--- src/rtl/vram_fetch_if.sv ---
// Signal bundle between the tile-fetch arbiter and its video timing, VRAM, char ROM,
// pixel shifter and CPU bus.
interface vram_fetch_if #(
  parameter int unsigned AW = 10
);
  logic          pix_ce;
  logic          line_start;
  logic [7:0]    line;
  logic          vblank;
  logic [AW-1:0] vram_addr;
  logic          vram_we;
  logic [7:0]    vram_d;
  logic [7:0]    vram_q;
  logic [10:0]   rom_addr;
  logic [7:0]    rom_q;
  logic [7:0]    pix_data;
  logic          shift_load_n;
  logic          cpu_req;
  logic          cpu_we;
  logic [AW-1:0] cpu_addr;
  logic [7:0]    cpu_wdata;
  logic [7:0]    cpu_rdata;
  logic          cpu_wait;
  logic          cpu_ack;

  modport master (
    input  pix_ce, line_start, line, vblank, vram_q, rom_q,
    input  cpu_req, cpu_we, cpu_addr, cpu_wdata,
    output vram_addr, vram_we, vram_d, rom_addr, pix_data, shift_load_n,
    output cpu_rdata, cpu_wait, cpu_ack
  );

  modport slave (
    output pix_ce, line_start, line, vblank, vram_q, rom_q,
    output cpu_req, cpu_we, cpu_addr, cpu_wdata,
    input  vram_addr, vram_we, vram_d, rom_addr, pix_data, shift_load_n,
    input  cpu_rdata, cpu_wait, cpu_ack
  );
endinterface

--- src/rtl/vram_fetch_arbiter.sv ---
// Background tile fetch sequencer (tile code, pattern byte, shifter load) sharing a
// single-port VRAM with CPU accesses that are slotted into the free fetch phases.
module vram_fetch_arbiter #(
  parameter int unsigned COLS = 32,
  parameter int unsigned AW   = 10
) (
  input logic          clk,
  input logic          n_clr,
  vram_fetch_if.master bus
);

  localparam int unsigned ColW = (COLS > 1) ? $clog2(COLS) : 1;

  typedef enum logic [1:0] {StIdle, StGrant, StAck} state_e;

  state_e          state, state_next;
  logic [2:0]      ph;
  logic [ColW-1:0] col;
  logic [7:0]      code_reg;
  logic [7:0]      pix_data;
  logic [7:0]      cpu_rdata;
  logic [AW-1:0]   video_addr;
  logic            window;

  assign video_addr = AW'({bus.line[7:3], col});
  // Phases 0-1 belong to the tile-code read; vblank frees every phase.
  assign window     = ((ph >= 3'd2) && (ph <= 3'd6)) || bus.vblank;

  always_ff @(posedge clk or negedge n_clr) begin
    if (!n_clr) begin
      ph  <= '0;
      col <= '0;
    end else if (bus.line_start) begin
      ph  <= '0;
      col <= '0;
    end else if (bus.pix_ce) begin
      ph <= ph + 3'd1;
      if (ph == 3'd7) begin
        col <= (col == ColW'(COLS - 1)) ? '0 : col + ColW'(1);
      end
    end
  end

  always_ff @(posedge clk or negedge n_clr) begin
    if (!n_clr) begin
      code_reg  <= '0;
      pix_data  <= '0;
      cpu_rdata <= '0;
    end else begin
      if (bus.pix_ce && (ph == 3'd1) && (state != StGrant)) begin
        code_reg <= bus.vram_q;
      end
      if (bus.pix_ce && (ph == 3'd6)) begin
        pix_data <= bus.rom_q;
      end
      if ((state == StGrant) && !bus.cpu_we) begin
        cpu_rdata <= bus.vram_q;
      end
    end
  end

  always_ff @(posedge clk or negedge n_clr) begin
    if (!n_clr) begin
      state <= StIdle;
    end else begin
      state <= state_next;
    end
  end

  always_comb begin
    state_next = state;
    unique case (state)
      StIdle:  if (bus.cpu_req && window) state_next = StGrant;
      StGrant: state_next = StAck;
      StAck:   state_next = StIdle;
      default: state_next = StIdle;
    endcase
  end

  always_comb begin
    bus.vram_addr = video_addr;
    bus.vram_we   = 1'b0;
    bus.cpu_wait  = 1'b0;
    bus.cpu_ack   = 1'b0;
    unique case (state)
      StIdle: bus.cpu_wait = bus.cpu_req;
      StGrant: begin
        bus.vram_addr = bus.cpu_addr;
        bus.vram_we   = bus.cpu_we;
        bus.cpu_wait  = 1'b1;
      end
      StAck:   bus.cpu_ack = 1'b1;
      default: bus.cpu_wait = bus.cpu_req;
    endcase
  end

  assign bus.vram_d       = bus.cpu_wdata;
  assign bus.rom_addr     = {code_reg, bus.line[2:0]};
  assign bus.shift_load_n = (ph != 3'd7);
  assign bus.pix_data     = pix_data;
  assign bus.cpu_rdata    = cpu_rdata;

endmodule
--- src/flat_wrapper.sv ---
// flat-port wrapper written by rule: the top's interface ports become plain ports
module vram_fetch_arbiter_flat 
#(
  parameter int unsigned COLS = 32,
  parameter int unsigned AW   = 10
)
  (clk, n_clr, bus_pix_ce, bus_line_start, bus_line, bus_vblank, bus_vram_q, bus_rom_q, bus_cpu_req, bus_cpu_we, bus_cpu_addr, bus_cpu_wdata, bus_vram_addr, bus_vram_we, bus_vram_d, bus_rom_addr, bus_pix_data, bus_shift_load_n, bus_cpu_rdata, bus_cpu_wait, bus_cpu_ack);
  vram_fetch_if #(.AW(AW)) bus_i ();
  input logic clk;
  input logic n_clr;
  input wire logic [$bits(bus_i.pix_ce)-1:0] bus_pix_ce;
  input wire logic [$bits(bus_i.line_start)-1:0] bus_line_start;
  input wire logic [$bits(bus_i.line)-1:0] bus_line;
  input wire logic [$bits(bus_i.vblank)-1:0] bus_vblank;
  input wire logic [$bits(bus_i.vram_q)-1:0] bus_vram_q;
  input wire logic [$bits(bus_i.rom_q)-1:0] bus_rom_q;
  input wire logic [$bits(bus_i.cpu_req)-1:0] bus_cpu_req;
  input wire logic [$bits(bus_i.cpu_we)-1:0] bus_cpu_we;
  input wire logic [$bits(bus_i.cpu_addr)-1:0] bus_cpu_addr;
  input wire logic [$bits(bus_i.cpu_wdata)-1:0] bus_cpu_wdata;
  output wire logic [$bits(bus_i.vram_addr)-1:0] bus_vram_addr;
  output wire logic [$bits(bus_i.vram_we)-1:0] bus_vram_we;
  output wire logic [$bits(bus_i.vram_d)-1:0] bus_vram_d;
  output wire logic [$bits(bus_i.rom_addr)-1:0] bus_rom_addr;
  output wire logic [$bits(bus_i.pix_data)-1:0] bus_pix_data;
  output wire logic [$bits(bus_i.shift_load_n)-1:0] bus_shift_load_n;
  output wire logic [$bits(bus_i.cpu_rdata)-1:0] bus_cpu_rdata;
  output wire logic [$bits(bus_i.cpu_wait)-1:0] bus_cpu_wait;
  output wire logic [$bits(bus_i.cpu_ack)-1:0] bus_cpu_ack;
  assign bus_i.pix_ce = bus_pix_ce;
  assign bus_i.line_start = bus_line_start;
  assign bus_i.line = bus_line;
  assign bus_i.vblank = bus_vblank;
  assign bus_i.vram_q = bus_vram_q;
  assign bus_i.rom_q = bus_rom_q;
  assign bus_i.cpu_req = bus_cpu_req;
  assign bus_i.cpu_we = bus_cpu_we;
  assign bus_i.cpu_addr = bus_cpu_addr;
  assign bus_i.cpu_wdata = bus_cpu_wdata;
  assign bus_vram_addr = bus_i.vram_addr;
  assign bus_vram_we = bus_i.vram_we;
  assign bus_vram_d = bus_i.vram_d;
  assign bus_rom_addr = bus_i.rom_addr;
  assign bus_pix_data = bus_i.pix_data;
  assign bus_shift_load_n = bus_i.shift_load_n;
  assign bus_cpu_rdata = bus_i.cpu_rdata;
  assign bus_cpu_wait = bus_i.cpu_wait;
  assign bus_cpu_ack = bus_i.cpu_ack;
  vram_fetch_arbiter #(.COLS(COLS), .AW(AW)) u_core (.clk(clk), .n_clr(n_clr), .bus(bus_i));
endmodule
--- config.mk ---
export PLATFORM = sky130hd
export DESIGN_NAME = vram_fetch_arbiter_flat
export DESIGN_NICKNAME = d
export VERILOG_FILES = /design/src/rtl/vram_fetch_if.sv /design/src/rtl/vram_fetch_arbiter.sv /design/src/flat_wrapper.sv
export SDC_FILE = /design/constraint.sdc
export NUM_CORES = 1
export LEC_CHECK = 0
export BUFFER_PORTS_ARGS = -buffer_cell sky130_fd_sc_hd__buf_2
export CAP_MARGIN = 20
export CORE_MARGIN = 2
export CORE_UTILIZATION = 49
export CTS_BUF_LIST = sky130_fd_sc_hd__clkbuf_4
export CTS_CLUSTER_SIZE = 8
export DETAILED_ROUTE_END_ITERATION = 7
export PLACE_DENSITY = 0.92
export SKIP_CTS_REPAIR_TIMING = 1
export SLEW_MARGIN = 20
export SYNTH_ARGS = -nofsm -noshare
export SYNTH_HDL_FRONTEND = slang
export SYNTH_SLANG_ARGS = --single-unit
--- constraint.sdc ---
create_clock -name clk -period 2.8 [get_ports clk]
set_input_delay 0.14 -clock clk [delete_from_list [all_inputs] [get_ports clk]]
set_output_delay 0.14 -clock clk [all_outputs]
set_load 0.03 [all_outputs]
==> results.txt, run 1 <==
Of the available clock period, the critical path in the final layout requires 68.7%. Synthesis produced a netlist whose cell count is 135. The peak ir drop on the vdd network came out at 0.698 mV.

The flow ran to the end, and the final reports show no timing, DRC or antenna violations. The cell chosen for the clock root is clkbuf_4. The floorplan has 21 rows. The final layout contains routed wiring with a total length of 3270 um. The worst clock skew is 0.00428 ns. The static leakage is 1.15 nW. The share of Yosys cell area claimed by the top area cell type is 49.0%. The peak clock frequency supported by timing is around 0.52 GHz. The transition time at the pin with the least slew margin is ~0.77 ns. The minimum clock period came out at 1.92 ns. The top cell types in the final layout, fill and taps aside, are buf_2, mux2_2, dfrtp_1, ha_1.

The post-CTS clock slew at the launch and capture registers of the worst setup and hold paths is 0.10 ns. Setup repair after global routing left no endpoint under its margin. The Yosys step of the flow raised 0 warnings.

The via count of the first global-routing pass is between 1000 and 1500. The number of antenna violations at the first check in global routing came out at 0. In the routed layout, each cell is associated on average with a via count of 4.99. The number of register bits inferred by synthesis came out at 34. The region available for standard cell placement spans 0.00336 sq mm. The maximum root-to-sink buffer count is 2. The repair_antennas step left the layout with diodes totalling 0. Walking the worst path, the cells encountered are inv_1 -> ha_1 -> buf_4 -> mux2_2 -> buf_2. The distinct cell type count after synthesis came out at 26. The worst hold path was traced through 2 stages. The detailed router placed around 1200 vias in this run. The final number of hold-violating endpoints is 0.

The placed wire-length estimate after detailed placement is 2440 um. The final weighted congestion of routability-driven global placement came out at 0.738. The arrival time reported for the critical path endpoint came out at roughly 1.8 ns. The post-synthesis net count is 193. The relative area change from synthesis to final layout is 25.6%. The final worst hold slack is around 0.032 ns.

For this design, the sink count on the clock tree is 34. STA classifies the critical path endpoint as an output port. The worst setup path is launched from a flop. The delay of the slowest cell on the worst path came out at just over 0.4 ns.

98 I/O pins were placed. The cell type with the highest aggregate area in the netlist is dfrtp_1. The startpoint-to-endpoint class of the critical path is flop to output port. The post-placement cell area is 0.00206 sq mm. Port buffering added 75 buffers.

In this run the worst hold path is classified as primary input to flop. The final net count came out at ~260. The sum of overflow across all layers after global routing came out at 0.

Sequential cells were found to cover about half of the synthesized design area. The design area is 0.00218 sq mm. The count of pins over their slew limit came out at 0. The final antenna-violating net count came out at 0.

In the global route stage, overall resource usage came out at around 18%. The final setup TNS is 0 ns. The initial core utilization is about half.

The clock latency on the worst-skew pair is 0.33 ns. By area the synthesized netlist is led by dfrtp_1, mux2_2, ha_1. The area of the die is 0.00403 sq mm. The TritonCTS clock tree is built. The power density over cell area is ~980 mW/mm^2. The die width came out at 63.5 um. The share of post-route cells with drive strength above 1 came out at 61.3%. The data required time at the worst endpoint came out at 2.66 ns. The length of the first detailed-routing pass in iterations is 4. The cell with the largest stage delay on the worst path is dfrtp_1. The average footprint of a synthesized cell is 12.9 sq um. The first global-routing pass estimated 5500 um of wire. Max-cap violations in this run came to 0. Cells fill 64.8% of the core in the end. The largest net degree at the start of global routing came out at 35.

Counting the buffers created by CTS gives 5. The mean routed wirelength per cell came out at 13.1 um. Of all nets on the critical path, the largest fanout is 14. Leaving out fill and tap cells, the most frequent cell in the layout is buf_2. The starting DRC count in detailed routing came out at 26. In the routed design, unresolved DRC markers number 0.

The logic depth of the worst register-to-register path came out at 4. The worst pin sits at a relative slew slack of about 49%. The final setup violation count came out at 0.

The total number of H-tree levels came out at 2. The netlist area before placement came out at about 0.0017 sq mm. From bottom edge to top edge, the die measures roughly 64 um.
-- per-stage QoR --
stage	worst slack, ns	power (mW)	instances
floorplan	1.09	1.46	135
global placement	1.03	1.68	241
detailed placement	0.954	1.70	241
CTS	0.854	2.16	249
global route	0.774	2.26	250
finish	0.877	2.14	250
-- logic make-up (layout without fill, tap and decap cells) --
| family | count (synthesis) | in the layout | share of synthesized area [%] |
|---|---|---|---|
| xor+xnor | 1 | 1 | 0.505 |
| simple gates | 22 | 22 | 8.29 |
| fa+ha+maj | 9 | 9 | 6.49 |
| flops | 34 | 34 | 49.0 |
| buf+inv | 20 | 89 | 7.35 |
| mux | 39 | 39 | 25.2 |
| compound gates | 10 | 10 | 3.10 |
-- layer usage --
| layer | GRT usage (%) | vias to the layer above | wire (um) |
|---|---|---|---|
| li1 | - | 597 | - |
| met1 | 21.3 | 582 | 1300 |
| met2 | 28.6 | 62 | 1660 |
| met3 | 5.54 | 6 | 262 |
| met4 | 7.61 | 0 | 46 |
| met5 | 0 | - | 0 |
-- path summary, 6_finish.rpt --
path,start,endpoint,slack [ns]
worst max-delay path,u_core.state[1],bus_vram_addr[0],0.88
worst min-delay path,bus_rom_q[0],u_core.bus.pix_data[0],0.03
worst max register to register,u_core.state[1],u_core.bus.cpu_rdata[3],0.97
worst min register to register,u_core.bus.pix_data[1],u_core.bus.pix_data[1],0.51
max in group asynchronous,n_clr,u_core.bus.pix_data[0],1.94
min in group asynchronous,n_clr,u_core.bus.cpu_rdata[7],0.40
-- area by class of cell --
| type | count | area (sq um) |
|---|---|---|
| Timing Repair Buffer | 77 | 393 |
| Sequential cell | 34 | 851 |
| Multi-Input combinational cell | 81 | 757 |
| Tap cell | 46 | 57.6 |
| Fill cell | 275 | 1180 |
| Clock buffer | 5 | 37.5 |
| Inverter | 4 | 15.0 |
| Clock inverter | 3 | 68.8 |
-- where the power goes --
| group | internal [mW] | switching (mW) | leakage [nW] |
|---|---|---|---|
| clock | 0.279 | 0.170 | 0.0554 |
| combinational | 0.374 | 0.614 | 0.660 |
| sequential | 0.629 | 0.0706 | 0.436 |
| total | 1.28 | 0.854 | 1.15 |
-- synth_stat cells (all sizes together) --
| cell | number |
|---|---|
| a21oi | 5 |
| a31oi | 1 |
| and2 | 1 |
| and3 | 2 |
| buf | 16 |
| dfrtp | 34 |
| ha | 9 |
| inv | 4 |
| mux2 | 38 |
| mux2i | 1 |
| nand2 | 5 |
| nand3 | 3 |
| nand4b | 1 |
| nor2 | 5 |
| nor2b | 1 |
| nor3 | 1 |
| nor4bb | 1 |
| o211ai | 1 |
| o21ai | 3 |
| or4 | 1 |
| or4b | 1 |
| xnor2 | 1 |
-- worst max-delay path: cells and delay by family (launching register included) --
kind       cells  cell delay (ns)
buf+inv        3             0.51
flops          1             0.41
mux            1             0.37
fa+ha+maj      1             0.16
(Power assumes the default switching activity.)
==> run 2, diff against run 1 <==
CORE_UTILIZATION = 45   (was 49)
PLACE_DENSITY = 0.85   (was 0.92)
clock period = 1.97 ns   (was 2.8 ns; I/O delays follow)
==> results.txt, run 2 (synthesis gave the netlist of run 1 again) <==
The clock buffer count from CTS came out at 5. The most common cell after layout, fill and taps aside is buf_2. The flow ran to the end, and the final reports show no timing, DRC or antenna violations. The final setup violation count came out at 0. STA classifies the critical path startpoint as a flop.

The net switching power came out at 1.24 mW. Dividing the final minimum period by the clock period gives between 90% and 100%. On the final layout, the worst clock skew is 0.0151 ns. The maximum root-to-sink buffer count came out at 2.

After detailed routing, the average wire length per cell comes to between 10 and 15 um. CTS placed an instance of clkbuf_4 at the clock tree root. TritonCTS built the clock tree. In this run the power density over the cells is 1250 mW/mm^2. The placed wire-length estimate after detailed placement is 2640 um.

Based on the critical path, the design can be clocked at up to 0.546 GHz. Max-cap violations in this run came to 0. Detailed routing inserted a total of ~1300 vias. During I/O placement, the number of pins put on the boundary was 98. The number of standard cells in the layout, taps in and fillers out is 270. The final worst hold slack came out at 0.0109 ns. At the pin with the least slew margin, the transition time is 0.740 ns. The via count of the first global-routing pass came out at 1222. The final antenna-violating net count is 0. The combinational cell fraction of total power is 52.2%. The clock network fraction of total power came out at about an eighth. In this run the tightest slew margin relative to its limit is roughly half. Clock latency on the worst-skew pair, taken at its later pin, is 0.34 ns. Entering global routing, the biggest net connects 35 pins.

The final number of hold-violating endpoints is 0. The row count came out at 22. The vertical die dimension is 66.1 um. The post-CTS clock slew at the launch and capture registers of the worst setup and hold paths came out at approximately 0.1 ns. The share of post-route cells with drive strength above 1 is 58.1%. The total wire length is 3770 um.

The arrival time reported for the critical path endpoint is 2.10 ns. Setup repair after global routing left no endpoint under its margin. The type of element capturing the critical path is a flop. The pre-antenna-repair detailed-routing pass consisted of 4 iterations. The data required time at the worst endpoint is 2.24 ns.

The minimum clock period is 1.83 ns. The global-route usage over all layers is 16.4%. The overall power of the completed layout came out at 2.88 mW. With fillers left out, the area of the finished cells amounts to 0.00231 sq mm. Routability-driven placement finished with a final weighted congestion of 0.750.

The area of the die is 0.00437 sq mm. The total area inside the core boundary comes to 0.00369 sq mm. The worst hold path belongs to the class primary input to flop. After the first detailed-routing iteration, the DRC count stood at 32. The sequential group share of total power came out at between 30% and 40%. The initial core utilization came out at around 47%. The peak ir drop on the vdd network came out at 0.791 mV.

The number of port buffers is 75. Counting every sink on the clock net gives 34. The static leakage is ~1.2 nW. The maximum fanout encountered on the critical timing path came out at 6. For this run, the post-layout net count is 279. The sum of overflow across all layers after global routing came out at 0.

The critical path in this run is classified as flop to flop. In the layout the commonest cells are buf_2, mux2_2, dfrtp_1, dlygate4sd3_1, ha_1. The number of antenna violations at the first check in global routing is 0. After detailed routing, the number of remaining DRC violations is 0. Of the total power, the share spent switching nets is 43.2%. The internal power summed over all cells came out at 1.64 mW. The relative area change from synthesis to final layout came out at 33.2%.

From left edge to right edge, the die measures 66.1 um. The number of antenna diodes in the final layout is 0. The count of pins over their slew limit is 0. The number of placed cells counting well taps is 244. The total number of H-tree levels came out at 2.

In the final timing run, aggregate negative setup slack is 0 ns. The post-detailed-route via-to-cell ratio is 4.94. The post-placement cell area came out at a little over 0.002 sq mm. The wire length of the first global-routing pass came out at 5350 um.
run 2: cell count changes in the layout (fill, tap and decap cells not counted):
cell,previous run,this run
ha_4,0,1
clkinv_2,0,1
clkinvlp_4,0,1
clkinv_1,0,1
ha_1,9,8
clkinv_4,1,0
buf_4,1,5
dlygate4sd3_1,1,15
bufinv_16,2,0
run 2: worst paths after layout:
path / cells after the start / end / slack, ns / from
hold / removal: 2 / u_core.bus.pix_data[7] / 0.01 / bus_rom_q[7]
min in group asynchronous: 2 / u_core.bus.cpu_rdata[1] / 0.35 / n_clr
setup reg to reg: 5 / u_core.col[2] / 0.14 / u_core.col[0]
setup / recovery: 5 / u_core.col[2] / 0.14 / u_core.col[0]
hold reg to reg: 1 / u_core.bus.pix_data[5] / 0.51 / u_core.bus.pix_data[5]
max in group asynchronous: 2 / u_core.bus.pix_data[7] / 1.15 / n_clr
run 2: layer usage:
layer	share of wire [%]	GRT usage, %
met1	39	17.8
met2	53	28.5
met3	6.7	6.64
met4	1.6	6.12
met5	0	0
run 2: critical path: stages (launching register included):
cell and delay (ns):
dfrtp_1 0.44, ha_1 0.23, and3_1 0.18, ha_1 0.22
or4b_1 0.52, a21oi_1 0.16
run 2: final cells by class:
cell class,count,area [sq um]
Clock buffer,5,37.5
Clock inverter,3,16.3
Fill cell,290,1380
Inverter,4,15.0
Multi-Input combinational cell,81,769
Sequential cell,34,851
Tap cell,48,60.1
Timing Repair Buffer,95,563
run 2: per-stage QoR:
stage	utilization, %	setup WS, ns
final	62.7	0.139
after global routing	62.7	0.0164
after CTS	57.7	-0.159
after detailed placement	56.2	0.157
after global placement	56.2	0.218
after floorplan	-	0.263
run 2: power by group through the flow:
| stage | logic, mW | registers [mW] | clock network (mW) |
|---|---|---|---|
| after global routing | 1.60 | 1.03 | 0.417 |
| after floorplan | 0.722 | 1.36 | 0 |
| after CTS | 1.44 | 1.00 | 0.382 |
| after detailed placement | 1.44 | 1.02 | 0 |
| final | 1.50 | 1.00 | 0.371 |
| after global placement | 1.41 | 0.998 | 0 |
==> run 3, diff against run 2 <==
ABC_CLOCK_PERIOD_IN_PS = 1970   (was not set)
RECOVER_POWER = 100   (was not set)
SLEW_MARGIN = 15   (was 20)
==> results.txt, run 3 (synthesis gave the netlist of run 1 again) <==
The run finished with clean final reports. By startpoint and endpoint, the worst setup path is classified as flop to flop. The row count came out at 22. The total number of H-tree levels came out at 2. The via count of the first global-routing pass is 1222. The hold path depth came out at 2. The post-CTS clock slew at the launch and capture registers of the worst setup and hold paths is 0.11 ns. The logic depth of the worst register-to-register path came out at 5. The length of the first detailed-routing pass in iterations came out at 4.

The placed wire-length estimate after detailed placement came out at approximately 2600 um. The minimum clock period came out at 1.84 ns. Setup violations remaining at the end of the flow were counted as 0. The sum of overflow across all layers after global routing came out at 0. The static leakage came out at 1.09 nW.

The area taken by flip-flops and latches came out at around 850 sq um. The number of antenna repair diodes is 0. After detailed routing, the average wire length per cell comes to between 10 and 15 um. The number of max-capacitance violations reported is 0. Cells fill about three fifths of the core in the end. The maximum fanout encountered on the critical timing path is 8. The count of pins over their slew limit was 0. The final number of hold-violating endpoints is 0. The floorplan step defined a die boundary enclosing 0.00437 sq mm. The number of antenna violations at the first check in global routing was 0. The post-detailed-route via-to-cell ratio came out at 4.97. The global-route usage over all layers is 16.4%. TritonCTS built the clock tree. During placement, the flow inserted port buffers numbering 75. The core outline area is roughly 0.0037 sq mm. On the final layout, the worst clock skew is 0.0130 ns. The worst setup timing slack at the placement stage is 0.157 ns.

From synthesis to final layout, the design area changed by 29.7%. The peak ir drop on the vdd network came out at 0.823 mV. The power density over cell area came out at 1250 mW/mm^2. After routing the design area is 0.00225 sq mm. The area of the multi-input gates is 749 sq um. The number of sinks driven by the clock tree came out at 34.

The post-placement cell area came out at 0.00207 sq mm. The final weighted congestion of routability-driven global placement came out at 0.750. Buffers inserted during clock tree synthesis total 5. Measured along the y axis, the die boundary spans 66.1 um.

During I/O placement, the number of pins put on the boundary was just under 100. For the worst setup path, the data arrival time is 2.08 ns. The overall power of the completed layout came out at approximately 2.8 mW. The transition time at the pin with the least slew margin came out at 0.825 ns. The detailed-route DRC error count is 0. The peak clock frequency supported by timing is ~0.54 GHz. For this run, the post-layout net count is roughly 280. The fill cell total of the finished layout came out at 315. The share of post-route cells with drive strength above 1 came out at 44.1%. The clock reaches the later pin of the worst-skew pair after 0.34 ns. The fraction of the cycle the final worst path needs came out at between 90% and 100%. The type of element capturing the critical path is a flop. For this configuration, the core starts out at a cell density of 47.0%. The number of vias in the routed layout is 1341. The first global-routing pass estimated 5350 um of wire. The tightest min-delay check is of the primary input to flop type.

The maximum root-to-sink buffer count came out at 2. The starting DRC count in detailed routing came out at 29. The worst setup path is launched from a flop.

Setup repair after global routing left no endpoint under its margin. The final antenna-violating net count is 0. The setup slack on the worst flop-to-flop path is 0.13 ns. The final layout contains routed wiring with a total length of between 3000 and 4000 um. The data required time at the worst endpoint is approximately 2.2 ns. The largest net degree at the start of global routing is 35. The tree is rooted in a clkbuf_4.

Setup slack closes at around 0.13 ns. The floorplan step set the die width to 66.1 um. The tightest slew margin relative to the limit came out at 45.0%.

In the layout the commonest cells are mux2_2, buf_2, dfrtp_1, clkbuf_1, dlygate4sd3_1.
[run 3: cell count changes in the layout (fill, tap and decap cells not counted), sizes merged]
| cell | delta |
|---|---|
| buf | -39 |
| clkbuf | +39 |
[run 3: path summary, 6_finish.rpt]
kind,endpoint,startpoint
max,u_core.code_reg[5],u_core.state[1]
min,u_core.bus.pix_data[7],bus_rom_q[7]
max reg2reg,u_core.code_reg[5],u_core.state[1]
min reg2reg,u_core.bus.pix_data[5],u_core.bus.pix_data[5]
max in group asynchronous,u_core.bus.pix_data[7],n_clr
min in group asynchronous,u_core.bus.cpu_rdata[1],n_clr
[run 3: final cells by class]
cell class | count | area share, %
inverter | 4 | 0.667
tap | 48 | 2.67
clock inverter | 3 | 0.723
multi-input combinational | 81 | 33.3
clock buffer | 5 | 1.67
timing repair buffer | 95 | 23.2
sequential | 34 | 37.8
[run 3: worst max-delay path, stage by stage, from the launching register on]
cell	delay, ns
dfrtp_1	0.38
inv_1	0.10
ha_4	0.19
clkbuf_1	0.10
nor3_2	0.55
mux2_2	0.41
[run 3: stage by stage]
step | std cells | hold slack (ns) | setup TNS, ns
after CTS | 252 | -0.164 | -0.930
after global placement | 244 | 0.197 | 0
after floorplan | 135 | -0.197 | 0
final | 270 | 0.00689 | 0
after detailed placement | 244 | 0.197 | 0
after global routing | 270 | 0.00514 | 0
[run 3: routing by layer]
layer | vias up | track usage (%) | routed length, um
li1 | 632 | - | -
met1 | 652 | 17.8 | 1470
met2 | 45 | 28.5 | 1980
met3 | 12 | 6.64 | 239
met4 | 0 | 6.12 | 61
met5 | - | 0 | 0
[run 3: power by group]
part	total [mW]	switching, mW	leakage, nW	internal [mW]
sequential	1.01	0.114	0.436	0.894
clock	0.373	0.241	0.0286	0.133
combinational	1.43	0.891	0.622	0.539
total	2.81	1.25	1.09	1.57
